File: src/rtl/inst_fetch_pkg.sv
// Shared types and constants for the RV32C prefetch stage.
package inst_fetch_pkg;

  typedef enum logic [1:0] {
    ST_IDLE = 2'd0,
    ST_REQ  = 2'd1,
    ST_WAIT = 2'd2
  } fetch_state_t;

  localparam int HALF_BYTES = 2;
  localparam int WORD_BYTES = 4;

  function automatic logic [31:0] word_align(input logic [31:0] pc);
    return {pc[31:2], 2'b00};
  endfunction

endpackage

File: src/rtl/inst_fetch_hword_fifo.sv
// Halfword instruction FIFO with dual push, single pop and synchronous flush.
module inst_fetch_hword_fifo #(
  parameter int DEPTH = 4
) (
  input  logic                     clock,
  input  logic                     reset,
  input  logic                     flush,
  input  logic                     push0,
  input  logic                     push1,
  input  logic                     pop,
  input  logic [31:0]              pc0,
  input  logic [15:0]              inst0,
  input  logic [31:0]              pc1,
  input  logic [15:0]              inst1,
  output logic [31:0]              head_pc,
  output logic [15:0]              head_inst,
  output logic [$clog2(DEPTH):0]   count,
  output logic                     empty
);

  localparam int AW = $clog2(DEPTH);
  localparam int CW = AW + 1;

  logic [AW-1:0] wr_ptr;
  logic [AW-1:0] rd_ptr;
  logic [AW-1:0] wr_ptr1;
  logic [31:0]   pc_mem   [DEPTH];
  logic [15:0]   inst_mem [DEPTH];
  logic          do_pop;

  assign empty     = (count == '0);
  assign do_pop    = pop & ~empty;
  // push1 lands behind push0 when both halves arrive together
  assign wr_ptr1   = push0 ? wr_ptr + AW'(1) : wr_ptr;
  assign head_pc   = pc_mem[rd_ptr];
  assign head_inst = inst_mem[rd_ptr];

  always_ff @(posedge clock or negedge reset) begin
    if (!reset) begin
      wr_ptr <= '0;
      rd_ptr <= '0;
      count  <= '0;
      for (int i = 0; i < DEPTH; i++) begin
        pc_mem[i]   <= '0;
        inst_mem[i] <= '0;
      end
    end else if (flush) begin
      wr_ptr <= '0;
      rd_ptr <= '0;
      count  <= '0;
    end else begin
      if (push0) begin
        pc_mem[wr_ptr]   <= pc0;
        inst_mem[wr_ptr] <= inst0;
      end
      if (push1) begin
        pc_mem[wr_ptr1]   <= pc1;
        inst_mem[wr_ptr1] <= inst1;
      end
      wr_ptr <= wr_ptr + AW'(push0) + AW'(push1);
      if (do_pop) rd_ptr <= rd_ptr + AW'(1);
      count <= count + CW'(push0) + CW'(push1) - CW'(do_pop);
    end
  end

endmodule

File: src/rtl/inst_fetch.sv
// Prefetch stage: fetches 32-bit words, splits them into compressed halfwords
// and streams them to the core; a redirect flushes and restarts fetch.
//
// state   | meaning
// --------+------------------------------------------------------------
// IDLE    | no request outstanding; issue one when >= 2 slots are free
// REQ     | mem_req held with a stable address until mem_gnt
// WAIT    | granted, waiting for mem_rvalid (dropped if drop is set)
module inst_fetch
  import inst_fetch_pkg::*;
#(
  parameter logic [31:0] RESET_PC = 32'h0000_0000,
  parameter int          DEPTH    = 4
) (
  input  logic        clock,
  input  logic        reset,
  output logic        mem_req,
  output logic [31:0] mem_addr,
  input  logic        mem_gnt,
  input  logic        mem_rvalid,
  input  logic [31:0] mem_rdata,
  output logic        inst_valid,
  output logic [15:0] inst,
  output logic [31:0] inst_pc,
  input  logic        inst_ready,
  input  logic        redirect,
  input  logic [31:0] redirect_pc
);

  localparam int CW = $clog2(DEPTH) + 1;

  fetch_state_t  state;
  logic [31:0]   fetch_pc;
  logic          drop;
  logic [CW-1:0] count;
  logic          empty;
  logic          slots_ok;
  logic          accept;
  logic          push0;
  logic          push1;
  logic [31:0]   word_pc;
  logic [31:0]   new_pc;

  assign word_pc    = word_align(fetch_pc);
  assign new_pc     = redirect_pc & ~32'h1;
  assign slots_ok   = (count <= CW'(DEPTH - 2));
  // a redirect or a pending drop kills the response in flight
  assign accept     = (state == ST_WAIT) & mem_rvalid & ~drop & ~redirect;
  assign push0      = accept & ~fetch_pc[1];
  assign push1      = accept;
  assign inst_valid = ~empty;

  inst_fetch_hword_fifo #(.DEPTH(DEPTH)) u_fifo (
    .clock     (clock),
    .reset     (reset),
    .flush     (redirect),
    .push0     (push0),
    .push1     (push1),
    .pop       (inst_ready),
    .pc0       (word_pc),
    .inst0     (mem_rdata[15:0]),
    .pc1       (word_pc + 32'(HALF_BYTES)),
    .inst1     (mem_rdata[31:16]),
    .head_pc   (inst_pc),
    .head_inst (inst),
    .count     (count),
    .empty     (empty)
  );

  always_ff @(posedge clock or negedge reset) begin
    if (!reset) begin
      state    <= ST_IDLE;
      fetch_pc <= RESET_PC & ~32'h1;
      drop     <= 1'b0;
      mem_req  <= 1'b0;
      mem_addr <= '0;
    end else begin
      case (state)
        ST_IDLE: begin
          if (redirect) begin
            fetch_pc <= new_pc;
            state    <= ST_REQ;
            mem_req  <= 1'b1;
            mem_addr <= word_align(new_pc);
          end else if (slots_ok) begin
            state    <= ST_REQ;
            mem_req  <= 1'b1;
            mem_addr <= word_pc;
          end
        end
        ST_REQ: begin
          // the address stays put until granted; the stale reply is dropped later
          if (redirect) begin
            fetch_pc <= new_pc;
            drop     <= 1'b1;
          end
          if (mem_gnt) begin
            state   <= ST_WAIT;
            mem_req <= 1'b0;
          end
        end
        ST_WAIT: begin
          if (mem_rvalid) begin
            state <= ST_IDLE;
            drop  <= 1'b0;
            if (redirect)  fetch_pc <= new_pc;
            else if (!drop) fetch_pc <= word_pc + 32'(WORD_BYTES);
          end else if (redirect) begin
            fetch_pc <= new_pc;
            drop     <= 1'b1;
          end
        end
        default: state <= ST_IDLE;
      endcase
    end
  end

endmodule

File: config.mk
export PLATFORM = sky130hd
export DESIGN_NAME = inst_fetch
export DESIGN_NICKNAME = d
export VERILOG_FILES = /design/src/rtl/inst_fetch_pkg.sv /design/src/rtl/inst_fetch_hword_fifo.sv /design/src/rtl/inst_fetch.sv
export SDC_FILE = /design/constraint.sdc
export NUM_CORES = 1
export LEC_CHECK = 0
export ABC_AREA = 0
export CAP_MARGIN = 20
export CORE_MARGIN = 2
export CORE_UTILIZATION = 58
export CTS_BUF_LIST = sky130_fd_sc_hd__clkbuf_4
export CTS_CLUSTER_DIAMETER = 80
export DETAILED_ROUTE_END_ITERATION = 6
export PLACE_DENSITY = 0.8
export RECOVER_POWER = 25
export SLEW_MARGIN = 20
export SYNTH_ARGS = -nofsm -noshare
export SYNTH_HDL_FRONTEND = slang
export SYNTH_SLANG_ARGS = --single-unit
File: constraint.sdc
create_clock -name clock -period 4.1 [get_ports clock]
set_clock_uncertainty 0.1 [all_clocks]
set_input_delay 0.41 -clock clock [delete_from_list [all_inputs] [get_ports clock]]
set_output_delay 0.41 -clock clock [all_outputs]
set_load 0.05 [all_outputs]
; Word level (Yosys, flattened, before mapping)
; Index checks and enable logic that the tools add are counted.
; Widths: inputs -> output; s select.
[word_totals]
regBits = 267
input_bits = 70
[op_classes]
add_sub_neg = 9
reduce_logical = 14
n_bitwise = 12
n_eq_ne = 6
muxes = 48
magnitude_cmp = 6
[ops]
columns = op, count
row1 = $mux 128, 3
row2 = $mux 32, 10
row3 = $bwmux 128, 2
row4 = $mux 64, 3
row5 = $bwmux 64, 2
row6 = $demux 32 s2, 2
row7 = $bmux 32 s2, 1
row8 = $demux 16 s2, 2
row9 = $mux 16, 4
row10 = $pmux 32 s2, 1
row11 = $add 32x2->32 const B, 1
row12 = $add 32x3->32 const B, 1
row13 = $bmux 16 s2, 1
row14 = $mux 2, 8
row15 = $reduce_bool 2->1, 5
row16 = $ge 3x3->1 const B, 3
row17 = $not 2->3, 3
row18 = $add 3x1->3, 2
row19 = $lt 3x1->1 const B, 2
row20 = $pmux 2 s3, 1
row21 = $reduce_and 3->1, 2
row22 = $and 1x1->1, 5
row23 = $mux 1, 5
row24 = $add 2x1->2, 2
row25 = 16 further kinds, 24

; Depth between registers and ports, before layout
[depth]
depth_word = 13
depth_mapped = 13
ltp_nobuf = 12

; By module
; Synthesis repeated with hierarchy kept, for this count alone.
[unflattened]
cells_unflattened = 1660
hier_area_um2 = 15685.0
[modules_own_cells]
columns = module, area_per_inst_um2, seq_area_each_um2, n_inst, cells_each
row1 = inst_fetch_hword_fifo, 11945.2, 4979.8, 1, 1232
row2 = inst_fetch, 3739.8, 1626.6, 1, 428

; Worst setup path before layout
; No wires, ideal clock.
[synth_timing]
kind = flip-flop to flip-flop
from = reg state[0]
to = reg u_fifo.count[2]
synth_period_minus_slack_ns = 3.045
slack_ns = 1.055
path_stages_with_launch = 14
t_required_ns = 3.869
t_arrival_ns = 2.814
n_path_buf = 1
cell_sequence = dfrtp_1 -> inv_1 -> ha_1 -> clkbuf_2 -> nand3b_4 -> nor2_2 -> inv_1 -> nor2_2 -> inv_1 -> ha_1 -> fa_1 -> fa_1 -> xnor2_1 -> nor2_1
[synth_via]
elab_chain_cells = 9
[synth_lines]
columns = item, line
row1 = "start, declared", inst_fetch.sv:32  ; fetch_state_t state;
row2 = "start signal, assigned", inst_fetch.sv:72  ; state <= ST_IDLE;
row3 = "start signal, assigned", inst_fetch.sv:82  ; state <= ST_REQ;
row4 = "start signal, assigned", inst_fetch.sv:86  ; state <= ST_REQ;
row5 = $eq 2x2->1 (*), inst_fetch.sv:48  ; assign accept = (state == ST_WAIT) & mem_rvalid & ~drop & ~redirect;
row6 = $and 1x1->1 (*) (3 in a row), inst_fetch.sv:48
row7 = $and 1x1->1, inst_fetch.sv:49  ; assign push0 = accept & ~fetch_pc[1];
row8 = $add 3x1->3, inst_fetch_hword_fifo.sv:62  ; count <= count + CW'(push0) + CW'(push1) - CW'(do_pop);
row9 = $add 3x1->3 (*), inst_fetch_hword_fifo.sv:62
row10 = $sub 3x1->3 (*), inst_fetch_hword_fifo.sv:62
row11 = $mux 3 (*), inst_fetch_hword_fifo.sv:47  ; end else if (flush) begin
row12 = "end signal, assigned", inst_fetch_hword_fifo.sv:62
row13 = "end, declared", inst_fetch_hword_fifo.sv:17  ; output logic [$clog2(DEPTH):0] count,
; Every way passes the cells marked *; elsewhere a longest branch is shown, timed or not.
; A chain may end at the register's enable or synchronous reset.

; Worst setup path after layout
[layout_timing]
from = reg u_fifo.rd_ptr[0]
to = out inst_pc[1]
[layout_via]
elab_chain_cells = 4
[layout_lines]
columns = item, line
row1 = "start, declared", inst_fetch_hword_fifo.sv:25  ; logic [AW-1:0] rd_ptr;
row2 = "start signal, assigned", inst_fetch_hword_fifo.sv:61  ; if (do_pop) rd_ptr <= rd_ptr + AW'(1);
row3 = $not 2->3 (not written as such), inst_fetch_hword_fifo.sv:35  ; assign head_pc = pc_mem[rd_ptr];
row4 = $bmux 32 s2, inst_fetch_hword_fifo.sv:35
row5 = $mux 32 (not written as such) (2 in a row), inst_fetch_hword_fifo.sv:35
row6 = "end, declared", inst_fetch.sv:24  ; output logic [31:0] inst_pc,
; No other way between the ends. The select of a mux whose other input is x is not followed.

==> impl_results.md <==
* Post-DRT Antenna Nets at 0
* Via count at around 10,000
* Synthesis Warnings at 0
* CTS tree: built
* Slew Limit Fails at around 110
* Minimum clock period at ~3.7 ns
* Largest net degree at the start of global routing at 110
* First-pass GRT wire length at about 54,000 microns
* DRC viols at 0
* Synth Instances at roughly 1,200
* Vias per cell at 6.08
* Die height at 152 microns
* Status: complete, but fails checks
* Share of cells above drive strength 1 at 0.215
* Cts bufs inserted at 69
* DIE WIDTH at roughly 150 microns
* Unrepaired setup endpoints after global routing: false
* Flop pwr share at 0.380
* CP Capture Type: output pin
* Main synth FF type: dfrtp_1
* Synth area leader: dfrtp_1
* Synth top area cells: dfrtp_1 52%, mux4_2 8.5%, mux2_2 8.1%
* Yosys reg bits at 264
* Final setup fails at 0
* Clk buf depth at 3
* Netlist Area Pre-Place at 0.0127 sq mm
* Final worst setup slack at 0.418 ns
* Hold Crit Depth at 3
* Vias in the first global route at approximately 11,000
* Sequential area share after synthesis at 0.520
* Fin crit share at 0.898
* Area growth, synth to finish at 21.2%
* Critical Path Sink: inst_pc[1]
* Number of distinct library cells after synthesis at 55
* CP Launch Type: flop
* Clock power frac at 0.224
* Row Count at 54
* Routed wire length at 32,900 microns
* Logic pwr share at 0.396
* Gp weighted congestion at a little over 0.8
* Fin nets at 1,411
* WP data arrival at about 3.2 ns
* Clk Latency, worst-skew pair at 0.66 ns
* Antenna violations before repair at 2
* Max rail drop VDD at 521 uV
* CP required at 3.59 ns
* Power per cell area at 691 mW/mm^2
* R2R setup slack at 0.80 ns
* Reg-to-reg endpoint: u_fifo.count[2]
* Worst R2R Start: state[0]
* Failing checks: max-capacitance violations, max-slew violations
* Final Hold Fails at 0
* WS Path Type: reg -> out
* Area of the core at 0.0217 sq mm
* Slew Limit Headroom at -0.841
* Dpl ws at roughly 0.54 ns
* Total gr overflow at 0
* Max Cap Violations at 1
* Root Driver: clkbuf_4
* Worst-path clk slew at roughly 0.060 ns
* FILL cells at 1,570
* Ys async rst share at 1.00
* Syn avg cell area at 10.9 sq um
* Post-synth EDFFs at 0
* Sink Count at 264
* Worst Reg-to-Reg Cells at 12
* # IOs at about 150
* DRT Pass-1 Iters at 5
* Psw at 4.35 mW
* Leakage at roughly 7.1 nW
* Sw frac at 0.409
* CP max FO at 32
* Highest clock rate at 272 MHz
* Setup_tns at 0 ns
* Internal at 6.28 mW
* Slew of the pin with the lowest slew margin at 2.76 ns
* Htree depth at 3
* First DRT Iteration DRCs at just over 800
* Starting Density at 0.585
* Die area at 0.0231 sq mm
* # port buffers at ~150
* Crit path launch: u_fifo.rd_ptr[0]
* Synth top area share at 0.520
* Drt wl/cell at 19.9 microns
* PostCTS Resize Cnt at 0
* Dpl hpwl at 20,600 microns
* Total GRT Usage at 0.291
* Min-Delay Path Class: in -> reg
## power groups by stage
stage          combinational, mW  clock (mW)  sequential, mW
4_1_cts                     4.24        2.42            4.02
3_3_place_gp                4.15           0            4.01
3_5_place_dp                4.23           0            4.06
5_1_grt                     4.48        2.59            4.14
6_report                    4.21        2.38            4.04
2_1_floorplan               2.75           0            4.12
## per-stage QoR
step           power (mW)  area [sq um]   util  hold WS, ns  instances
2_1_floorplan        6.86         12700      -       0.0144       1171
3_3_place_gp         8.17         14500  0.668        0.352       1535
3_5_place_dp         8.28         14500  0.668        0.359       1535
4_1_cts              10.7         15400  0.710        0.238       1654
5_1_grt              11.2         15400  0.710        0.245       1655
6_report             10.6         15400  0.710        0.261       1656
## worst min-delay path by stage
stage,start,endpoint
final,redirect_pc[1],fetch_pc[1]
after global routing,redirect_pc[1],fetch_pc[1]
after CTS,redirect,fetch_pc[12]
after detailed placement,u_fifo.pc_mem[44],u_fifo.pc_mem[44]
after global placement,u_fifo.pc_mem[44],u_fifo.pc_mem[44]
after floorplan,reset,drop
## critical path, stage by stage (launching register included)
cell,delay [ns]
dfrtp_4,0.93
buf_12,0.29
mux4_2,0.54
clkdlybuf4s50_1,0.72
## final cells by class
| type | count | area, sq um | share of cell area |
|---|---|---|---|
| sequential | 264 | 6610 | 0.430 |
| tap | 280 | 350 | 0.0228 |
| multi-input combinational | 793 | 5660 | 0.368 |
| clock buffer | 99 | 743 | 0.0483 |
| antenna | 2 | 5.00 | 0.000325 |
| clock inverter | 19 | 161 | 0.0105 |
| timing repair buffer | 176 | 1770 | 0.115 |
| inverter | 23 | 86.3 | 0.00561 |
## routing by layer
layer,routed length [microns],track usage,up-vias
met5,0,0,-
li1,-,-,4541
met4,613,0.108,0
met1,13100,0.384,5035
met3,2560,0.0613,48
met2,16600,0.480,446
## layout by cell type (no fill, tap or decap), types with 8 or more instances in the layout
master	instances
nand4_1	8
nor2b_1	10
mux2i_1	24
o21ai_0	72
ha_1	11
nand3_1	25
nand2_1	149
mux4_2	48
dfrtp_1	262
o22ai_1	66
mux2_2	91
a31oi_1	8
buf_4	21
clkdlybuf4s50_1	146
nor2_1	153
a21oi_1	32
clkbuf_4	99
inv_1	23
## sequential cells by signal, summed over array words and instances (netlist names)
signal and cells:
drop 1, u_fifo.pc_mem 128, u_fifo.rd_ptr 2, fetch_pc 31, mem_addr 30, u_fifo.inst_mem 64, mem_req 1, u_fifo.count 3
state 2, u_fifo.wr_ptr 2
## cells by family after synthesis
family | Yosys count | share of synthesized area
flops | 264 | 0.520
mux | 163 | 0.185
compound gates | 222 | 0.105
other cells | 1 | 0.000295
simple gates | 388 | 0.134
xor+xnor | 4 | 0.00276
buf+inv | 114 | 0.0372
fa+ha+maj | 14 | 0.0156
## synth_stat cells, drive strengths merged, types with 11 or more instances
cell type,count
mux2,91
mux4,48
buf,29
nand2,150
dfrtp,264
a21oi,35
inv,23
clkbuf,62
ha,11
o21ai,72
mux2i,24
o22ai,66
nand3,25
nor2,155
## timing repair
item,4_1_cts,5_1_grt
buffers inserted,0,0
hold endpoints to repair,107,0
hold buffers,1,0
(Power assumes the default switching activity.)
